File: src/rtl/vga_game_window.sv
// vga_game_window: 640x480@60 raster timing, centred (optionally upscaled)
// game window mapping, and the colour/sync output stage for pacman_game.
// Optional build macro: VGA_BORDER_EN draws a 1-pixel blue ring around the
// game window. When it is undefined, no border logic exists.
module vga_game_window #(
  parameter int unsigned H_VISIBLE  = 640,
  parameter int unsigned H_FRONT    = 16,
  parameter int unsigned H_SYNC     = 96,
  parameter int unsigned H_BACK     = 48,
  parameter int unsigned V_VISIBLE  = 480,
  parameter int unsigned V_FRONT    = 10,
  parameter int unsigned V_SYNC     = 2,
  parameter int unsigned V_BACK     = 33,
  parameter int unsigned GAME_W     = 224,
  parameter int unsigned GAME_H     = 288,
  parameter int unsigned SCALE      = 1,
  parameter int unsigned PIPE_DELAY = 1
) (
  input  logic                        vga_pix_clk,
  input  logic                        rst,
  output logic [$clog2(GAME_W)-1:0]   sx,
  output logic [$clog2(GAME_H)-1:0]   sy,
  output logic                        game_pix_stb,
  output logic                        frame_stb,
  output logic                        display_enabled,
  input  logic [3:0]                  R_in,
  input  logic [3:0]                  G_in,
  input  logic [3:0]                  B_in,
  output logic [3:0]                  vga_r,
  output logic [3:0]                  vga_g,
  output logic [3:0]                  vga_b,
  output logic                        vga_hs,
  output logic                        vga_vs
);

  localparam int unsigned H_TOTAL = H_VISIBLE + H_FRONT + H_SYNC + H_BACK;
  localparam int unsigned V_TOTAL = V_VISIBLE + V_FRONT + V_SYNC + V_BACK;
  localparam int unsigned HC_W    = $clog2(H_TOTAL);
  localparam int unsigned VC_W    = $clog2(V_TOTAL);
  localparam int unsigned SX_W    = $clog2(GAME_W);
  localparam int unsigned SY_W    = $clog2(GAME_H);
  localparam int unsigned SUB_W   = (SCALE > 1) ? $clog2(SCALE) : 1;
  localparam int unsigned WIN_W   = GAME_W * SCALE;
  localparam int unsigned WIN_H   = GAME_H * SCALE;
  localparam int unsigned GAME_X0 = (H_VISIBLE - WIN_W) / 2;
  localparam int unsigned GAME_Y0 = (V_VISIBLE - WIN_H) / 2;
  localparam int unsigned SR_W    = PIPE_DELAY + 2;

  localparam logic [HC_W-1:0]  H_LAST     = HC_W'(H_TOTAL - 1);
  localparam logic [VC_W-1:0]  V_LAST     = VC_W'(V_TOTAL - 1);
  localparam logic [HC_W-1:0]  X_START    = HC_W'(GAME_X0);
  localparam logic [HC_W-1:0]  X_END      = HC_W'(GAME_X0 + WIN_W);
  localparam logic [VC_W-1:0]  Y_START    = VC_W'(GAME_Y0);
  localparam logic [VC_W-1:0]  Y_END      = VC_W'(GAME_Y0 + WIN_H);
  localparam logic [HC_W-1:0]  HS_START   = HC_W'(H_VISIBLE + H_FRONT);
  localparam logic [HC_W-1:0]  HS_END     = HC_W'(H_VISIBLE + H_FRONT + H_SYNC);
  localparam logic [VC_W-1:0]  VS_START   = VC_W'(V_VISIBLE + V_FRONT);
  localparam logic [VC_W-1:0]  VS_END     = VC_W'(V_VISIBLE + V_FRONT + V_SYNC);
  localparam logic [SUB_W-1:0] SCALE_LAST = SUB_W'(SCALE - 1);

  // Reject geometries where the window does not fit or the pipe is empty.
  if (SCALE < 1 || WIN_W > H_VISIBLE || WIN_H > V_VISIBLE || PIPE_DELAY < 1)
  begin : g_bad_cfg
    $error("vga_game_window: invalid SCALE/window/PIPE_DELAY configuration");
  end

  // Raster counters and line-rate game-row tracking.
  logic [HC_W-1:0]  hc_q, hc_d;
  logic [VC_W-1:0]  vc_q, vc_d;
  logic [SUB_W-1:0] vsub_q, vsub_d;
  logic [SY_W-1:0]  gy_q, gy_d;

  // Registered game-side outputs (one cycle after the counter value).
  logic [SUB_W-1:0] hsub_q, hsub_d;
  logic [SX_W-1:0]  sx_q, sx_d;
  logic [SY_W-1:0]  sy_q, sy_d;
  logic             stb_q, stb_d;
  logic             frame_q, frame_d;
  logic             de_q, de_d;

  // Output alignment pipes and colour registers.
  logic [SR_W-1:0]       hs_sr_q, hs_sr_d;
  logic [SR_W-1:0]       vs_sr_q, vs_sr_d;
  logic [PIPE_DELAY-1:0] win_sr_q, win_sr_d;
  logic [3:0]            r_q, r_d;
  logic [3:0]            g_q, g_d;
  logic [3:0]            b_q, b_d;

  logic win_c;
  logic hs_c;
  logic vs_c;

  assign win_c = (hc_q >= X_START) && (hc_q < X_END) &&
                 (vc_q >= Y_START) && (vc_q < Y_END);
  assign hs_c  = !((hc_q >= HS_START) && (hc_q < HS_END));
  assign vs_c  = !((vc_q >= VS_START) && (vc_q < VS_END));

`ifdef VGA_BORDER_EN
  localparam logic [HC_W-1:0] H_VIS_L = HC_W'(H_VISIBLE);
  localparam logic [VC_W-1:0] V_VIS_L = VC_W'(V_VISIBLE);

  logic                  bord_q, bord_d;
  logic [PIPE_DELAY-1:0] bord_sr_q, bord_sr_d;
  logic                  ring_c;

  // One-pixel ring just outside the window, clipped to the visible area.
  assign ring_c = !win_c &&
                  (({1'b0, hc_q} + (HC_W + 1)'(1)) >= {1'b0, X_START}) &&
                  (hc_q <= X_END) &&
                  (({1'b0, vc_q} + (VC_W + 1)'(1)) >= {1'b0, Y_START}) &&
                  (vc_q <= Y_END) &&
                  (hc_q < H_VIS_L) && (vc_q < V_VIS_L);

  // Border flag follows the exact same delay as the window flag.
  always_comb begin
    bord_d       = ring_c;
    bord_sr_d    = bord_sr_q;
    bord_sr_d[0] = bord_q;
    for (int i = 1; i < int'(PIPE_DELAY); i++) begin
      bord_sr_d[i] = bord_sr_q[i-1];
    end
  end

  // Border flag registers.
  always_ff @(posedge vga_pix_clk) begin
    if (rst) begin
      bord_q    <= 1'b0;
      bord_sr_q <= '0;
    end else begin
      bord_q    <= bord_d;
      bord_sr_q <= bord_sr_d;
    end
  end
`endif

  // Next raster position; game row advances once per SCALE lines.
  always_comb begin
    hc_d   = hc_q + HC_W'(1);
    vc_d   = vc_q;
    vsub_d = vsub_q;
    gy_d   = gy_q;
    if (hc_q == H_LAST) begin
      hc_d = '0;
      vc_d = (vc_q == V_LAST) ? '0 : vc_q + VC_W'(1);
      if (vc_d == Y_START) begin
        vsub_d = '0;
        gy_d   = '0;
      end else if ((vc_d > Y_START) && (vc_d < Y_END)) begin
        if (vsub_q == SCALE_LAST) begin
          vsub_d = '0;
          gy_d   = gy_q + SY_W'(1);
        end else begin
          vsub_d = vsub_q + SUB_W'(1);
        end
      end else begin
        vsub_d = '0;
        gy_d   = '0;
      end
    end
  end

  // Game coordinates and strobes for the current raster position.
  always_comb begin
    hsub_d  = '0;
    sx_d    = '0;
    sy_d    = '0;
    stb_d   = 1'b0;
    de_d    = win_c;
    frame_d = (hc_q == '0) && (vc_q == '0);
    if (win_c) begin
      if (!de_q) begin
        hsub_d = '0;
        sx_d   = '0;
      end else if (hsub_q == SCALE_LAST) begin
        hsub_d = '0;
        sx_d   = sx_q + SX_W'(1);
      end else begin
        hsub_d = hsub_q + SUB_W'(1);
        sx_d   = sx_q;
      end
      sy_d  = gy_q;
      stb_d = (hsub_d == '0) && (vsub_q == '0);
    end
  end

  // Sync/window delay lines and the gated, registered colour.
  always_comb begin
    hs_sr_d     = {hs_sr_q[SR_W-2:0], hs_c};
    vs_sr_d     = {vs_sr_q[SR_W-2:0], vs_c};
    win_sr_d    = win_sr_q;
    win_sr_d[0] = de_q;
    for (int i = 1; i < int'(PIPE_DELAY); i++) begin
      win_sr_d[i] = win_sr_q[i-1];
    end
    r_d = '0;
    g_d = '0;
    b_d = '0;
    if (win_sr_q[PIPE_DELAY-1]) begin
      r_d = R_in;
      g_d = G_in;
      b_d = B_in;
    end
`ifdef VGA_BORDER_EN
    else if (bord_sr_q[PIPE_DELAY-1]) begin
      b_d = 4'hF;
    end
`endif
  end

  // State registers; pipes flush to inactive sync and closed window.
  always_ff @(posedge vga_pix_clk) begin
    if (rst) begin
      hc_q     <= '0;
      vc_q     <= '0;
      vsub_q   <= '0;
      gy_q     <= '0;
      hsub_q   <= '0;
      sx_q     <= '0;
      sy_q     <= '0;
      stb_q    <= 1'b0;
      frame_q  <= 1'b0;
      de_q     <= 1'b0;
      hs_sr_q  <= '1;
      vs_sr_q  <= '1;
      win_sr_q <= '0;
      r_q      <= '0;
      g_q      <= '0;
      b_q      <= '0;
    end else begin
      hc_q     <= hc_d;
      vc_q     <= vc_d;
      vsub_q   <= vsub_d;
      gy_q     <= gy_d;
      hsub_q   <= hsub_d;
      sx_q     <= sx_d;
      sy_q     <= sy_d;
      stb_q    <= stb_d;
      frame_q  <= frame_d;
      de_q     <= de_d;
      hs_sr_q  <= hs_sr_d;
      vs_sr_q  <= vs_sr_d;
      win_sr_q <= win_sr_d;
      r_q      <= r_d;
      g_q      <= g_d;
      b_q      <= b_d;
    end
  end

  assign sx              = sx_q;
  assign sy              = sy_q;
  assign game_pix_stb    = stb_q;
  assign frame_stb       = frame_q;
  assign display_enabled = de_q;
  assign vga_r           = r_q;
  assign vga_g           = g_q;
  assign vga_b           = b_q;
  assign vga_hs          = hs_sr_q[SR_W-1];
  assign vga_vs          = vs_sr_q[SR_W-1];

endmodule

File: config.mk
export PLATFORM = sky130hd
export DESIGN_NAME = vga_game_window
export DESIGN_NICKNAME = d
export VERILOG_FILES = /design/src/rtl/vga_game_window.sv
export SDC_FILE = /design/constraint.sdc
export NUM_CORES = 1
export LEC_CHECK = 0
export CAP_MARGIN = 20
export CORE_UTILIZATION = 40
export DETAILED_ROUTE_END_ITERATION = 6
export GPL_ROUTABILITY_DRIVEN = 0
export PLACE_DENSITY_LB_ADDON = 0.08
export SYNTH_ARGS = -nofsm -noshare
export SYNTH_HDL_FRONTEND = slang
export SYNTH_SLANG_ARGS = --single-unit
File: constraint.sdc
create_clock -name vga_pix_clk -period 2.5 [get_ports vga_pix_clk]
set_input_delay 0.375 -clock vga_pix_clk [delete_from_list [all_inputs] [get_ports vga_pix_clk]]
set_output_delay 0.375 -clock vga_pix_clk [all_outputs]
set_load 0.01 [all_outputs]
After elaboration in Yosys (flattened, before gate mapping). Index checks and enable logic that the tools add are counted.

Bits of input ports: 14. Word-level logic and storage cells: 68. Register bits: 70. Output and inout port bits: 34.

$add $sub $neg: 6. Eq/ne operators: 4. Reduce and logical (&&, ||, !) cells: 17. Muxes and demuxes: 10. Bitwise gates (word level): 5. Magnitude comparators: 10.

Operators with widths (count): $lt A10 B9 Y1 const B (4); $mux W9 (3); $add A10 B1 Y10 const B (2); $eq A10 B10 Y1 const B (2); $logic_not A10 Y1 (2); $eq A10 B7 Y1 const B (1); $ge A10 B10 Y1 const B (1); $ge A10 B7 Y1 const B (1); $ge A10 B8 Y1 const B (1); $ge A10 B9 Y1 const B (1); $gt A10 B7 Y1 const B (1); $lt A10 B10 Y1 const B (1); $mux W10 (1); $add A9 B1 Y9 const B (1); $add A8 B1 Y8 const B (1); $logic_and A1 B1 Y1 (8); $mux W1 (6); $reduce_or A2 Y1 (3); $not A1 Y1 (5); $ne A3 B3 Y1 const B (1); $reduce_or A3 Y1 (1); $add A1 B1 Y1 const B (2); $logic_not A1 Y1 (2); $reduce_and A2 Y1 (1).

Depth between registers and ports, before layout. Gate-level depths: netlist of the first run.

Depth after elaboration: 7. Mapped depth: 10. Gate-level depth less buffers: 8.

Worst setup path before layout of the first run. No wires, ideal clock.

Path kind: reg2reg. Start point: register vc_q[1]. End point: register gy_q[2]. Cell stages (with the launch flop): 7. Buffers on the path: 0. Period minus slack after synthesis: 2091 ps. Arrival time: 1997 ps. Setup time: 93 ps. Required time: 2407 ps. Slack: 409 ps. Cells stage by stage: dfxtp_1 ha_1 nand4_1 o2111a_1 a311oi_4 nand3_4 o311ai_2.

Word-level cells in the longest chain between the ends: 6. Elaborated cells between the ends (all ways): 11. Those cells by class: 1 x add/sub; 2 x order compare; 3 x eq/ne; 3 x mux; 2 x reduce/logical.

RTL lines: start, declared (line 69) `logic [VC_W-1:0] vc_q, vc_d;`; start signal, assigned (line 231) `vc_q <= vc_d;`; $add A10 B1 Y10 / $eq A10 B10 Y1 (equally long branches) (line 144) `vc_d = (vc_q == V_LAST) ? '0 : vc_q + VC_W'(1);`; $mux W10 * (line 144); $gt A10 B7 Y1 / $lt A10 B9 Y1 (equally long branches) (line 148) `end else if ((vc_d > Y_START) && (vc_d < Y_END)) begin`; $logic_and A1 B1 Y1 (line 148); $ne A3 B3 Y1 (no line) / $mux W9 (equally long branches); $reduce_and A2 Y1 (no line) / $mux W9 (equally long branches); end signal, assigned (line 233) `gy_q <= gy_d;`; end, declared (line 71) `logic [SY_W-1:0] gy_q, gy_d;`.

Every way passes the cells marked *; elsewhere a longest branch is shown, timed or not. A chain may end at the register's enable or synchronous reset.

Worst setup path after layout of the first run. Same ends and word-level chain as after synthesis.

==> flow_summary.ini, run 1 <==
[outcome]
status = finished clean

[cts]
clock_sinks = 68
cts_tree = yes
clkLatencyLatePin_ns = 0.34
clk_pin_slew_worst_paths_ns = 0.08
htreeDepth = 3
clockBufferDepth = 2
cts-root-buf = clkbuf_8
cts_buffers = 9

[timing]
timing.setup.tns_ns = 0
fin_crit_ns = 2.34
slew_headroom = 0.594
worst_slew_pin_slew_ns = 0.607
final-setup-viol-count = 0
period_share = 0.934
worst_slack_ns = 0.164
finalClockSkew_ns = 0.0103
maxSlewViolCount = 0
rsz0062_at_grt = false
final_hold_viol_count = 0
max_freq_mhz = 428

[global_route]
grt_max_degree = 21
grt_pass1_vias = 2165
grt_use_total = 0.174
grt_pass1_wl_um = 10300
overflow = 0
antenna_found_initial = 0

[critical_path]
end_kind = flip-flop
crit_path_start = vc_q[1]$_SDFFE_PP0P_
worstPathMaxFanout = 9
crit_chain = ha_1 > nand4_1 > buf_4 > o2111a_1 > a311oi_4 > nand3_4 > o311ai_2
worstPathArrival_ns = 2.59
critPathRequiredTime_ns = 2.75
critical_path_class = flip-flop to flip-flop
cp-start-kind = flip-flop
r2r_cells = 7
crit_slowest_cell = dfxtp_1
slowest_delay_ns = 0.50
crit-reg2reg-launch = vc_q[1]$_SDFFE_PP0P_

[cells_and_area]
sequential_cell_area_um2 = 1360
fin_area_um2 = 3750
layout.nets = 394
fillers = 717
antennaDiodeCount = 0
layout-drive-gt1-share = 0.100
multiInputGateArea_um2 = 1500
syn2layout_area_growth_pct = 24.9

[drt]
vias_per_cell = 5.06
firstDrtPassIters = 4
initialDrtViolationCount = 68
drc = 0
wl_per_cell_um = 13.1
drt-total-wl_um = 6240
vias = 2418
postRouteAntennaNets = 0

[placed_design]
placed_cell_area_um2 = 3540
io_buffers = 47
dp_worst_setup_slack_ns = 0.134
dp_hpwl_um = 4440

[power_and_ir_drop]
cellLeakagePower_nw = 1.31
netSwitchingFraction = 0.228
p_int_mw = 1.58
power_switching_mw = 0.468
pwr-share-comb = 0.026
p_per_area_nw_per_um2 = 548
p_clk_frac = 0.442
pwr-share-seq = 0.533
irDropWorstVdd_v = 0.000240

[floorplan]
fp.dieH_um = 88.6
dieArea_um2 = 7850
io_pins = 48
coreArea_um2 = 7250
start_util = 0.413
die_x_um = 88.6
rows = 31

[logic_synthesis]
synth_cell_types = 49
avgSynthCellArea_um2 = 9.14
seq_area_frac_synth = 0.454
ys_warn_count = 0
synth_top_cell_area_share = 0.454
syn_inst = 328
synth_edf_count = 0
async_flop_share = 0
ys_seq_elements = 68
syn_area_um2 = 3000
yosysTopAreaCell = dfxtp_1
syn_nets = 348
synthFlopType = dfxtp_1
synth_area_leaders = dfxtp_1, xor2_1, and2_1, nor2_1, nand4_1

[min_path]
min_path_cells = 1
hp-class = flip-flop to flip-flop
worstHoldStart = hs_sr_q[1]$_SDFF_PP1_

[flow_run]
max_cap_viol_count = 0
==> power by group through the flow <==
stage / clock [mW] / sequential [mW] / combinational [mW]
3_5_place_dp: 0 / 1.12 / 0.0528
5_1_grt: 0.985 / 1.09 / 0.0579
4_1_cts: 0.941 / 1.09 / 0.0536
3_3_place_gp: 0 / 1.12 / 0.0532
6_report: 0.906 / 1.09 / 0.0527
2_1_floorplan: 0 / 1.12 / 0.0206
==> cell families after synthesis <==
| family | share of synthesized area |
|---|---|
| adder cells (fa/ha/maj) | 0.0250 |
| XOR/XNOR | 0.0642 |
| AO/OA/AOI/OAI | 0.102 |
| AND/OR/NAND/NOR | 0.309 |
| buffers and inverters | 0.0455 |
| flip-flops | 0.454 |
==> flip-flops by register name (all words and copies together), names as in the netlist, 3 cells and up <==
register / cells
hc_q: 10
vc_q: 10
gy_q: 9
sy: 9
sx: 8
vga_b: 4
vga_g: 4
vga_r: 4
hs_sr_q: 3
vs_sr_q: 3
==> routing by layer <==
layer | up-vias | track usage | share of wire
met5 | - | 0 | 0
met4 | 0 | 0.0909 | 0.018
met3 | 8 | 0.0364 | 0.048
met2 | 68 | 0.261 | 0.44
met1 | 1098 | 0.235 | 0.49
li1 | 1244 | - | -
==> critical path, delay by kind of cell (launching register included) <==
family,cells,cell delay (ns)
fa+ha+maj,1,0.31
simple gates,2,0.32
flops,1,0.50
buf+inv,1,0.20
compound gates,3,0.91
==> final timing paths <==
kind,end,slack [ns]
worst max-delay path,gy_q[2]$_SDFFE_PP0P_,0.16
worst min-delay path,hs_sr_q[2]$_SDFF_PP1_,0.40
worst max register to register,gy_q[2]$_SDFFE_PP0P_,0.16
worst min register to register,hs_sr_q[2]$_SDFF_PP1_,0.40
==> cells in the mapped netlist, types with 2 or more instances <==
library cell,count
o31ai_1,2
nand3_4,2
dfxtp_1,68
buf_6,2
buf_2,7
or2_2,4
o211ai_1,5
nand3_1,17
clkbuf_1,9
a21oi_1,9
nand2_1,22
nand4_1,15
or3_4,2
and4_1,3
buf_4,2
xor2_1,16
xnor2_1,6
a211oi_1,6
o21ai_0,8
nor2_1,32
and3_1,11
nor3_1,10
nor4b_1,4
nor2b_1,7
and2_1,22
ha_1,6
or3_1,2
inv_1,8
==> area by class of cell <==
cell class / instances / area share
well taps: 99 / 0.0331
flip-flops and latches: 68 / 0.363
multi-input cells: 232 / 0.401
inverters: 8 / 0.00802
repair buffers: 55 / 0.142
clock inverters: 7 / 0.0200
clock buffers: 9 / 0.0331
==> timing repair <==
| item | 4_1_cts | 5_1_grt |
|---|---|---|
| hold buffers | 0 | 0 |
| setup buffers | 0 | 1 |
| resized for setup | 0 | 0 |
| setup endpoints to repair | 0 | 7 |
==> per-stage QoR <==
stage / utilization / total power, mW / hold WS (ns) / cells
after floorplan: - / 1.14 / 0.389 / 328
after global placement: 0.488 / 1.17 / 0.390 / 461
after detailed placement: 0.488 / 1.17 / 0.392 / 461
after CTS: 0.515 / 2.09 / 0.409 / 477
after global routing: 0.516 / 2.14 / 0.422 / 478
final: 0.516 / 2.05 / 0.405 / 478
==> layout by cell type, fill, tap and decap left out, types with 9 or more instances in the layout <==
| master | instances |
|---|---|
| nand2_1 | 22 |
| and2_1 | 22 |
| clkdlybuf4s50_1 | 47 |
| nor3_1 | 10 |
| clkbuf_8 | 9 |
| and3_1 | 11 |
| nand3_1 | 17 |
| dfxtp_1 | 68 |
| a21oi_1 | 9 |
| nand4_1 | 15 |
| xor2_1 | 16 |
| nor2_1 | 32 |
No activity file was read; power rests on OpenSTA's default activity.
==> inputs of run 2 (changes only) <==
--- a/config.mk
+++ b/config.mk
@@ -9,7 +9,7 @@
 export CORE_UTILIZATION = 40
 export DETAILED_ROUTE_END_ITERATION = 6
 export GPL_ROUTABILITY_DRIVEN = 0
-export PLACE_DENSITY_LB_ADDON = 0.08
+export PLACE_DENSITY = 0.6
 export SYNTH_ARGS = -nofsm -noshare
 export SYNTH_HDL_FRONTEND = slang
 export SYNTH_SLANG_ARGS = --single-unit
==> flow_summary.ini, run 2 (synthesis results as in run 1) <==
[power_and_ir_drop]
irDropWorstVdd_v = 0.000254
cellLeakagePower_nw = 1.32
power_mw = 2.15
p_per_area_nw_per_um2 = 571

[timing]
final-setup-viol-count = 0
maxSlewViolCount = 0
period_share = 0.917
timing.setup.tns_ns = 0
whs_ns = 0.410
max_freq_mhz = 436
slew_headroom = 0.611
rsz0062_at_grt = false
finalClockSkew_ns = 0.00874
fin_crit_ns = 2.29
worst_slew_pin_slew_ns = 0.583
final_hold_viol_count = 0

[cells_and_area]
layout-drive-gt1-share = 0.0979
layout_common_cells = dfxtp_1, clkdlybuf4s50_1, nor2_1, nand2_1, and2_1
layout_commonest_cell = dfxtp_1
antennaDiodeCount = 0
syn2layout_area_growth_pct = 25.4
layout.nets = 393
top_regs = hc_q: 10 flops, vc_q: 10 flops

[drt]
wl_met2_um = 2840
vias_per_cell = 5.06
vias = 2414
postRouteAntennaNets = 0
drc = 0
met1_length_um = 3020
wl_per_cell_um = 13.0
firstDrtPassIters = 4
highest_layer = met4
drt-total-wl_um = 6220
initialDrtViolationCount = 69
wl_met3_um = 283

[cts]
clock_sinks = 68
htreeDepth = 3
cts_tree = yes
hold_buffers = 0
cts-root-buf = clkbuf_8
clk_pin_slew_worst_paths_ns = 0.08
clkLatencyLatePin_ns = 0.34
cts_resized = 0
clockBufferDepth = 2
cts_buffers = 9
post_cts_buffers = 0

[critical_path]
worstPathArrival_ns = 2.53
r2r-end = gy_q[2]$_SDFFE_PP0P_
critPathRequiredTime_ns = 2.73
crit-reg2reg-launch = vc_q[2]$_SDFFE_PP0P_
reg2reg_slack_ns = 0.21
cp-start-kind = flip-flop
critical_path_class = flip-flop to flip-flop
worstPathMaxFanout = 13
end_kind = flip-flop
r2r_cells = 5

[min_path]
min_path_cells = 1
min_to = hs_sr_q[2]$_SDFF_PP1_
hp-class = flip-flop to flip-flop
worstHoldStart = hs_sr_q[1]$_SDFF_PP1_

[floorplan]
dieArea_um2 = 7850
die_x_um = 88.6
io_pins = 48
start_util = 0.413
fp.dieH_um = 88.6
rows = 31
coreArea_um2 = 7250

[flow_run]
max_cap_viol_count = 0

[global_route]
grt_max_degree = 27
grt_use_total = 0.162
overflow = 0
antenna_found_initial = 0
grt_pass1_wl_um = 9830
grt_pass1_vias = 2100

[outcome]
status = finished clean

[placed_design]
io_buffers = 47
dp_hpwl_um = 4360
-- run 2: cell count changes in the layout (fill, tap and decap cells not counted), sizes merged --
cell      previous run  this run
clkinv               1         3
clkinvlp             3         1
buf                  8         7
bufinv               1         2
inv                 10         9
-- run 2: stage by stage --
step	instance area, um2	util	std cells	setup WS (ns)
after detailed placement	3540	0.488	461	0.272
after CTS	3760	0.519	477	0.236
after global routing	3760	0.519	477	0.0889
final	3760	0.519	477	0.208
after floorplan	3000	-	328	0.409
after global placement	3540	0.488	461	0.379
-- run 2: metal layers --
| layer | global-route usage | vias up |
|---|---|---|
| met5 | 0 | - |
| li1 | - | 1243 |
| met3 | 0.0299 | 9 |
| met4 | 0.0616 | 0 |
| met2 | 0.257 | 63 |
| met1 | 0.220 | 1099 |
-- run 2: how the worst max path moves through the flow --
stage,start,slack [ns],cells past startpoint,to
finish,vc_q[2]$_SDFFE_PP0P_,0.21,5,gy_q[2]$_SDFFE_PP0P_
detailed placement,vc_q[1]$_SDFFE_PP0P_,0.27,6,gy_q[2]$_SDFFE_PP0P_
global placement,vc_q[2]$_SDFFE_PP0P_,0.38,6,gy_q[2]$_SDFFE_PP0P_
global route,vc_q[1]$_SDFFE_PP0P_,0.09,7,gy_q[2]$_SDFFE_PP0P_
CTS,vc_q[0]$_SDFFE_PP0P_,0.24,6,gy_q[2]$_SDFFE_PP0P_
floorplan,vc_q[1]$_SDFFE_PP0P_,0.41,6,gy_q[2]$_SDFFE_PP0P_
-- run 2: worst max-delay path: stages (launching register included) --
cell and delay (ns):
dfxtp_1 0.57, nand4_1 0.37, o2111a_1 0.38, a311oi_4 0.38
nand3_4 0.18, o311ai_2 0.30
-- run 2: report_power, final --
group	leakage, nW	internal (mW)	switching (mW)	total [mW]
clock	0.110	0.567	0.436	1.00
combinational	0.666	0.0296	0.0222	0.0517
sequential	0.549	1.09	0.00506	1.09
-- run 2: area by class of cell --
| type | instances | area, um2 |
|---|---|---|
| Fill cell | 717 | 3490 |
| Multi-Input combinational cell | 232 | 1500 |
| Sequential cell | 68 | 1360 |
| Timing Repair Buffer | 54 | 523 |
| Clock buffer | 9 | 124 |
| Tap cell | 99 | 124 |
| Clock inverter | 7 | 98.8 |
| Inverter | 8 | 30.0 |
